<file path="src/rtl/jogador_automatico.sv">
// Automatic player: watches the game's LED display, captures each shown
// element, and once the display goes quiet replays the captured sequence
// on the button outputs. Ends on game won/lost/timeout or on a bad capture.
module jogador_automatico #(
    parameter int HOLD      = 10,
    parameter int GAP       = 10,
    parameter int QUIET     = 100,
    parameter int JOGAR_CYC = 5
) (
    input  logic       clock,
    input  logic       reset,
    input  logic       iniciar,
    input  logic [3:0] leds,
    input  logic       ganhou,
    input  logic       perdeu,
    input  logic       timeout,
    output logic       jogar,
    output logic [3:0] botoes,
    output logic       ocupado,
    output logic       fim,
    output logic       erro_captura,
    output logic [4:0] db_tamanho,
    output logic [3:0] db_estado
);

    localparam int CNT_MAX = (HOLD > GAP) ? ((HOLD > JOGAR_CYC) ? HOLD : JOGAR_CYC)
                                          : ((GAP > JOGAR_CYC) ? GAP : JOGAR_CYC);
    localparam int CW = $clog2(CNT_MAX + 1);
    localparam int QW = $clog2(QUIET + 1);

    localparam logic [CW-1:0] HOLD_LAST  = CW'(HOLD - 1);
    localparam logic [CW-1:0] GAP_LAST   = CW'(GAP - 1);
    localparam logic [CW-1:0] JOGAR_LAST = CW'(JOGAR_CYC - 1);
    localparam logic [QW-1:0] QUIET_VAL  = QW'(QUIET);

    typedef enum logic [3:0] {
        INICIAL     = 4'd0,
        PULSA_JOGAR = 4'd1,
        ESCUTA      = 4'd2,
        ACESO       = 4'd3,
        PRESSIONA   = 4'd4,
        SOLTA       = 4'd5,
        FIM         = 4'd15
    } estado_t;

    estado_t       r_estado, w_next;
    logic [CW-1:0] r_cnt, w_cnt_next;
    logic [QW-1:0] r_quiet, w_quiet_next, w_quiet_inc;
    logic [4:0]    r_index, w_index_next, w_index_inc;
    logic [4:0]    r_tamanho, w_tamanho_next;
    logic          r_erro, w_erro_next;
    logic          w_wr_en;
    logic          w_onehot;
    logic          w_end;
    logic          w_ativo;
    logic [3:0]    w_botoes_next;
    logic [3:0]    r_mem [16];

    logic          r_jogar, r_ocupado, r_fim;
    logic [3:0]    r_botoes, r_db_estado;

    assign w_onehot    = (leds == 4'b0001) || (leds == 4'b0010) ||
                         (leds == 4'b0100) || (leds == 4'b1000);
    assign w_end       = ganhou || perdeu || timeout;
    assign w_ativo     = (r_estado != INICIAL) && (r_estado != FIM);
    assign w_quiet_inc = (r_quiet == QUIET_VAL) ? r_quiet : r_quiet + 1'b1;
    assign w_index_inc = r_index + 5'd1;

    // Next-state and next-register computation for the capture/replay FSM.
    always_comb begin
        // NOTE: every signal gets a default first so no path leaves it unassigned, which would infer a latch.
        w_next         = r_estado;
        w_cnt_next     = r_cnt;
        w_quiet_next   = r_quiet;
        w_index_next   = r_index;
        w_tamanho_next = r_tamanho;
        w_erro_next    = r_erro;
        w_wr_en        = 1'b0;

        case (r_estado)
            INICIAL, FIM: begin
                if (iniciar) begin
                    w_next         = PULSA_JOGAR;
                    w_cnt_next     = '0;
                    w_quiet_next   = '0;
                    w_index_next   = '0;
                    w_tamanho_next = '0;
                    w_erro_next    = 1'b0;
                end
            end
            PULSA_JOGAR: begin
                if (r_cnt == JOGAR_LAST) begin
                    w_next       = ESCUTA;
                    w_cnt_next   = '0;
                    w_quiet_next = '0;
                end else begin
                    w_cnt_next = r_cnt + 1'b1;
                end
            end
            ESCUTA: begin
                if (leds == 4'b0000) begin
                    w_quiet_next = w_quiet_inc;
                    if ((w_quiet_inc == QUIET_VAL) && (r_tamanho != 5'd0)) begin
                        w_next       = PRESSIONA;
                        w_index_next = '0;
                        w_cnt_next   = '0;
                    end
                end else if (!w_onehot || (r_tamanho == 5'd16)) begin
                    w_erro_next = 1'b1;
                    w_next      = FIM;
                end else begin
                    w_wr_en        = 1'b1;
                    w_tamanho_next = r_tamanho + 5'd1;
                    w_quiet_next   = '0;
                    w_next         = ACESO;
                end
            end
            ACESO: begin
                if (leds == 4'b0000) begin
                    w_next       = ESCUTA;
                    w_quiet_next = '0;
                end
            end
            PRESSIONA: begin
                if (r_cnt == HOLD_LAST) begin
                    w_next     = SOLTA;
                    w_cnt_next = '0;
                end else begin
                    w_cnt_next = r_cnt + 1'b1;
                end
            end
            SOLTA: begin
                if (r_cnt == GAP_LAST) begin
                    w_cnt_next   = '0;
                    w_index_next = w_index_inc;
                    if (w_index_inc == r_tamanho) begin
                        w_next         = ESCUTA;
                        w_tamanho_next = '0;
                        w_quiet_next   = '0;
                    end else begin
                        w_next = PRESSIONA;
                    end
                end else begin
                    w_cnt_next = r_cnt + 1'b1;
                end
            end
            default: w_next = INICIAL;
        endcase

        // Game end overrides whatever transition the current state chose.
        if (w_ativo && w_end) begin
            w_next = FIM;
        end
    end

    // Button drive for the coming cycle; only PRESSIONA shows a stored element.
    always_comb begin
        w_botoes_next = 4'b0000;
        if (w_next == PRESSIONA) begin
            w_botoes_next = r_mem[w_index_next[3:0]];
        end
    end

    // State, counters and registered outputs.
    always_ff @(posedge clock) begin
        if (reset) begin
            r_estado    <= INICIAL;
            r_cnt       <= '0;
            r_quiet     <= '0;
            r_index     <= '0;
            r_tamanho   <= '0;
            r_erro      <= 1'b0;
            r_jogar     <= 1'b0;
            r_botoes    <= 4'b0000;
            r_ocupado   <= 1'b0;
            r_fim       <= 1'b0;
            r_db_estado <= 4'd0;
        end else begin
            // NOTE: sequential state uses non-blocking assignment so every flop samples pre-edge values.
            r_estado    <= w_next;
            r_cnt       <= w_cnt_next;
            r_quiet     <= w_quiet_next;
            r_index     <= w_index_next;
            r_tamanho   <= w_tamanho_next;
            r_erro      <= w_erro_next;
            r_jogar     <= (w_next == PULSA_JOGAR);
            r_botoes    <= w_botoes_next;
            r_ocupado   <= (w_next != INICIAL) && (w_next != FIM);
            r_fim       <= (w_next == FIM);
            r_db_estado <= w_next;
        end
    end

    // Capture memory write; index is below 16 whenever a write is enabled.
    always_ff @(posedge clock) begin
        // NOTE: the memory has no reset; entries are always written before they are replayed.
        if (w_wr_en) begin
            r_mem[r_tamanho[3:0]] <= leds;
        end
    end

    assign jogar        = r_jogar;
    assign botoes       = r_botoes;
    assign ocupado      = r_ocupado;
    assign fim          = r_fim;
    assign erro_captura = r_erro;
    assign db_tamanho   = r_tamanho;
    assign db_estado    = r_db_estado;

endmodule

</file>
<file path="config.mk">
export PLATFORM = sky130hd
export DESIGN_NAME = jogador_automatico
export DESIGN_NICKNAME = d
export VERILOG_FILES = /design/src/rtl/jogador_automatico.sv
export SDC_FILE = /design/constraint.sdc
export NUM_CORES = 1
export LEC_CHECK = 0
export BUFFER_PORTS_ARGS = -buffer_cell sky130_fd_sc_hd__buf_2
export CAP_MARGIN = 20
export CORE_ASPECT_RATIO = 0.75
export CORE_MARGIN = 2
export CORE_UTILIZATION = 60
export CTS_BUF_LIST = sky130_fd_sc_hd__clkbuf_8
export DETAILED_ROUTE_END_ITERATION = 8
export PLACE_DENSITY_LB_ADDON = 0.25
export SYNTH_ARGS = -nofsm -noshare
export SYNTH_HDL_FRONTEND = slang
export SYNTH_SLANG_ARGS = --single-unit
</file>
<file path="constraint.sdc">
create_clock -name clock -period 3.6 [get_ports clock]
set_clock_uncertainty 0.1 [all_clocks]
set_input_delay 0.72 -clock clock [delete_from_list [all_inputs] [get_ports clock]]
set_output_delay 0.72 -clock clock [all_outputs]
set_load 0.05 [all_outputs]
</file>
# Word level (Yosys, flattened, before mapping)
# Memory sizes are Yosys's and may differ from the RTL's. A register that Yosys moved wholly into a read port is not among the register bits.
# Index checks and enable logic that the tools add are counted.
# word_totals
ff_bits,29
mem_bits_rw,64
input_bits,10
out_inout_bits,17
word_cells,122
memories,1
# memory_table
name,depth,width,read_ports,rd_clocked_by_memory_dff,wr,line,text
r_mem,16,4,1,1,1,57,logic [3:0] r_mem [16];
# classes
n_addsub,4
eq_ne,32
mux,46
bitwise,1
n_reduce_logical,28
# op_table
operator,n
two-way mux 4 bit,14
two-way mux 7 bit,8
two-way mux 5 bit,9
one-hot mux 7 bit (5 select lines),1
one-hot mux 5 bit (3 select lines),2
one-hot mux 4 bit (6 select lines),1
"== test 4 x 3 -> 1 bit, second input constant",5
"inequality test 2 bit, second input constant",10
"== test 4 bit, second input constant",4
one-hot mux 4 bit (4 select lines),1
"== test 7 bit, second input constant",2
"== test 4 x 1 -> 1 bit, second input constant",3
"== test 4 x 2 -> 1 bit, second input constant",3
nonzero test 4 bit,3
"adder 5 x 1 -> 5 bit, second input constant",2
nonzero test 5 bit,2
zero test 4 bit,2
two-way mux 1 bit,8
"inequality test 4 bit, second input constant",2
AND reduction 4 bit,2
"adder 7 x 1 -> 7 bit, second input constant",1
AND reduction 7 bit,1
logical OR 1 bit,6
AND reduction 6 bit,1
other kinds (13),18

# Longest topological paths before layout
# depth
depth_word,13
ltp_mapped,14
depth_no_buf,11

# Worst setup path before layout
# OpenSTA, ideal clock, no wires.
# synth_timing
path_type,reg-to-reg
from,"register, netlist name db_estado[3]"
to,register r_botoes[0] (netlist: botoes[0]) (read register of r_mem)
setup_ps,122
arrival_time_ps,2883
required_time_ps,3378
slack_ps,494
stages_incl_launch_ff,14
n_path_buf,5
synth_period_minus_slack_ps,3106
cell_sequence,dfxtp_1 clkbuf_1 nor4bb_1 clkbuf_1 nand2_1 clkbuf_1 buf_2 clkbuf_1 nor2_1 o31ai_1 nand3_1 a211o_1 nand4_1 o31ai_1
# synth_lines
element,line,text
to (decl),60,"logic [3:0] r_botoes, r_db_estado;"

# Worst setup path after layout
# layout_timing
from,register r_quiet[0]
to,register r_botoes[3] (netlist: botoes[3]) (read register of r_mem)
# layout_between
elab_chain_len,11
word_cells_on_any_way,15
cone_classes,add/sub (1); eq/ne (3); mux (8); bitwise (1); reduce/logical (2)
# layout_rtl
element,line,text
from (decl),48,"logic [QW-1:0] r_quiet, w_quiet_next, w_quiet_inc;"
from (signal assigned),182,r_quiet <= w_quiet_next;
adder 7 x 1 -> 7 bit / == test 7 bit (equally long branches),66,assign w_quiet_inc = (r_quiet == QUIET_VAL) ? r_quiet : r_quiet + 1'b1;
two-way mux 7 bit *,66,
== test 7 bit *,103,if ((w_quiet_inc == QUIET_VAL) && (r_tamanho != 5'd0)) begin
logical AND 1 bit *,103,
two-way mux 4 bit,103,
two-way mux 4 bit,101,if (leds == 4'b0000) begin
one-hot mux 4 bit (6 select lines),80,case (r_estado)
two-way mux 4 bit,151,if (w_ativo && w_end) begin
== test 4 x 3 -> 1 bit,159,if (w_next == PRESSIONA) begin
NOT 1 bit (no line),n/a,
OR reduction 2 bit (no line),n/a,
# Mark *: on every way between the ends. The rest lies on a longest branch, timed or not. The select of a mux whose other input is x is not followed.
# A chain may end at the register's enable or synchronous reset.

==> summary.txt <==
Run status
  – Outcome: complete, no violations

Detailed routing
  – Post-DR vias/cell: 6.90
  – Post-route ant nets: 0
  – Post-Route WL: 16800 microns
  – Iter 0 DRT Violations: 755
  – WL per Instance: 20.8 microns
  – Drt pass-1 iters: 6
  – DRC viols: 0
  – Detailed-route via count: 5572

Yosys
  – Synthesized flop and latch total: 97
  – Ys Warns: 0
  – Seq/Total Area, Yosys: 43.6%
  – Synth Area per Inst: 9.09 sq um
  – Syn_nets: 671
  – Mapped cell area: 0.00592 sq mm
  – Synth unique cells: 79
  – Cells after Synth: 651
  – Post-synthesis async set-or-reset flop share: 0%
  – Top_reg_cell synth: edfxtp_1
  – Number of enable flip-flop cells after synthesis: 64

CTS
  – CTS tree: done
  – Clock sinks: 97
  – Clock Tree Buf Depth: 2
  – Clk_lat worst skew: 390 ps
  – Setup bufs post-CTS: 0
  – CTS clock-pin slew for the worst setup and hold paths: 110 ps
  – Post_cts resized: 0
  – Cts bufs inserted: 9
  – Hold_buf cts: 0
  – H-tree Lvls: 3
  – CTS root buffer: clkbuf_8

Critical path
  – Worst endpoint required time: 3790 ps
  – Setup crit start kind: flop
  – Max Fanout on Critical Path: 18
  – Reg-to-reg endpoint: botoes[3]
  – Worst Setup End Kind: flop
  – R2R setup slack: 180 ps
  – R2R depth: 9
  – CP Data Arrival Time: 3610 ps
  – Worst setup path category: flop to flop
  – Reg2reg start: r_quiet[0]

STA
  – Endpoints failing setup: 0
  – Max Clk Rate: 292 MHz
  – RSZ-0062 raised after global routing: no
  – Final hold violations: 0
  – Final hold slack: 404 ps
  – Max Transition Viols Final: 0
  – Setup TNS: 0 ps
  – Final min period: 3420 ps
  – Worst slew margin: 49.6%
  – Final period util: 95.1%
  – Worst-Margin Slew: 756 ps

Finish
  – Fin nets: 691
  – Final Cell Area: 0.00648 sq mm
  – Leading cell type in the layout, fill and taps excluded: nand2_1
  – Layout fillers: 784
  – FF/Latch Area: 0.00258 sq mm
  – Non-filler cells, final: 808
  – N_diodes: 0
  – Final Core Density: 67.3%
  – Commonest cells after routing, fill and taps aside: 107 x nand2_1, 64 x edfxtp_1, 44 x a21oi_1
  – Multi-input logic area: 0.00309 sq mm
  – Share of layout cells above drive strength 1: 15.2%
  – Synthesis-to-finish area growth: 9.43%

Placement
  – Placed inst area: 0.00626 sq mm
  – PortBufs: 26
  – Final HPWL DP: 11800 microns
  – Placed Instances: 792
  – GPL Wtd Cong: 0.998

Floorplanning
  – Io pins: 27
  – Die area: 0.0107 sq mm
  – Rows: 31
  – Core region area: 0.00962 sq mm
  – Die Width: 119 microns
  – Starting density of the core: 61.5%
  – Die H: 90.0 microns

Global routing
  – Largest net degree at the start of global routing: 45
  – First-pass GRT wire length: 26600 microns
  – Initial antenna violation count: 0
  – GRT Residual Overflow: 0
  – Global Route Usage Sum: 31.7%
  – Vias in the first global route: 4961

Power and ir drop
  – P per Cell Area: 345 mW/mm^2
  – Leak Pwr: 2.39 nW
  – Worst vdd ir: 0.000316 V

Hold path
  – Worst Hold Class: flop to flop
  – Hold path cells: 2
  – Worst Hold Launch: erro_captura
  – Min-Delay Endpoint: erro_captura

Run
  – Max cap viols: 0
## power breakdown
part           internal [mW]  switching (mW)
Clock                  0.279           0.453
Sequential              1.20          0.0281
Combinational         0.0886           0.191
## worst max-delay path by stage
stage / end / startpoint / cells past startpoint / slack, ps
final: botoes[3] / r_quiet[0] / 9 / 180
after global routing: botoes[3] / db_tamanho[1] / 13 / 20
after CTS: botoes[3] / db_tamanho[1] / 13 / 140
after detailed placement: botoes[3] / leds[1] / 12 / 170
after global placement: botoes[2] / leds[1] / 12 / 260
after floorplan: botoes[0] / db_estado[3] / 13 / 490
## per-stage QoR
stage,power (mW),setup WS [ps]
after floorplan,1.43,494
after global placement,1.52,261
after detailed placement,1.52,167
after CTS,2.24,139
after global routing,2.30,17.4
final,2.24,176
## registers in the layout (all words and copies together) (netlist names), 4 cells and up
name and cells:
r_mem 64, r_cnt 4, botoes 4, r_quiet 7, r_index 5, db_tamanho 5, db_estado 4
## critical path, cell delays in order (launching register included)
cell and delay [ps]:
dfxtp_1 390, ha_1 290, nand4bb_1 210, a211o_1 300, and3_1 260, o311a_1 650, a221oi_1 540, a2111o_1 250
o21ai_0 120, a21o_1 210
## Yosys cell counts (all sizes together) (9+ instances only)
cell / n / share of area (%)
nand2: 107 / 6.8
edfxtp: 64 / 32
a21oi: 44 / 3.7
nor2: 43 / 2.7
dfxtp: 33 / 11
clkbuf: 32 / 2.0
a221oi: 29 / 4.3
and3: 23 / 2.4
nand3: 20 / 1.7
o21ai: 20 / 1.7
buf: 17 / 1.4
inv: 17 / 1.1
nand4: 16 / 1.7
a31oi: 14 / 1.5
a31o: 11 / 1.6
nor3: 11 / 0.93
ha: 10 / 2.1
a22o: 9 / 1.3
## final cells by class
type / count / share of cell area (%)
inverters: 18 / 1.04
clock inverters: 7 / 1.26
repair buffers: 58 / 5.72
clock buffers: 9 / 1.91
multi-input cells: 487 / 47.6
flip-flops and latches: 97 / 39.9
well taps: 132 / 2.55
## per-layer routing
| layer | up-vias | GRT usage [%] | part of all wire [%] |
|---|---|---|---|
| li1 | 2539 | - | - |
| met1 | 2655 | 46.5 | 43 |
| met2 | 358 | 47.2 | 44 |
| met3 | 20 | 7.93 | 12 |
| met4 | 0 | 7.84 | 1.2 |
| met5 | - | 0 | 0 |
## cells by family (layout without fill, tap and decap cells)
kind of cell               Yosys count  count (layout)  synth area share, %
buffers and inverters               67              92                 4.52
muxes                                4               4                0.677
AOI/OAI and AO/OA                  183             183                 22.3
xor gates and xnor gates            10              10                 1.48
adders and majority gates           11              11                 2.28
and+or+nand+nor                    279             279                 25.1
DFF                                 97              97                 43.6
(Power assumes the default switching activity.)
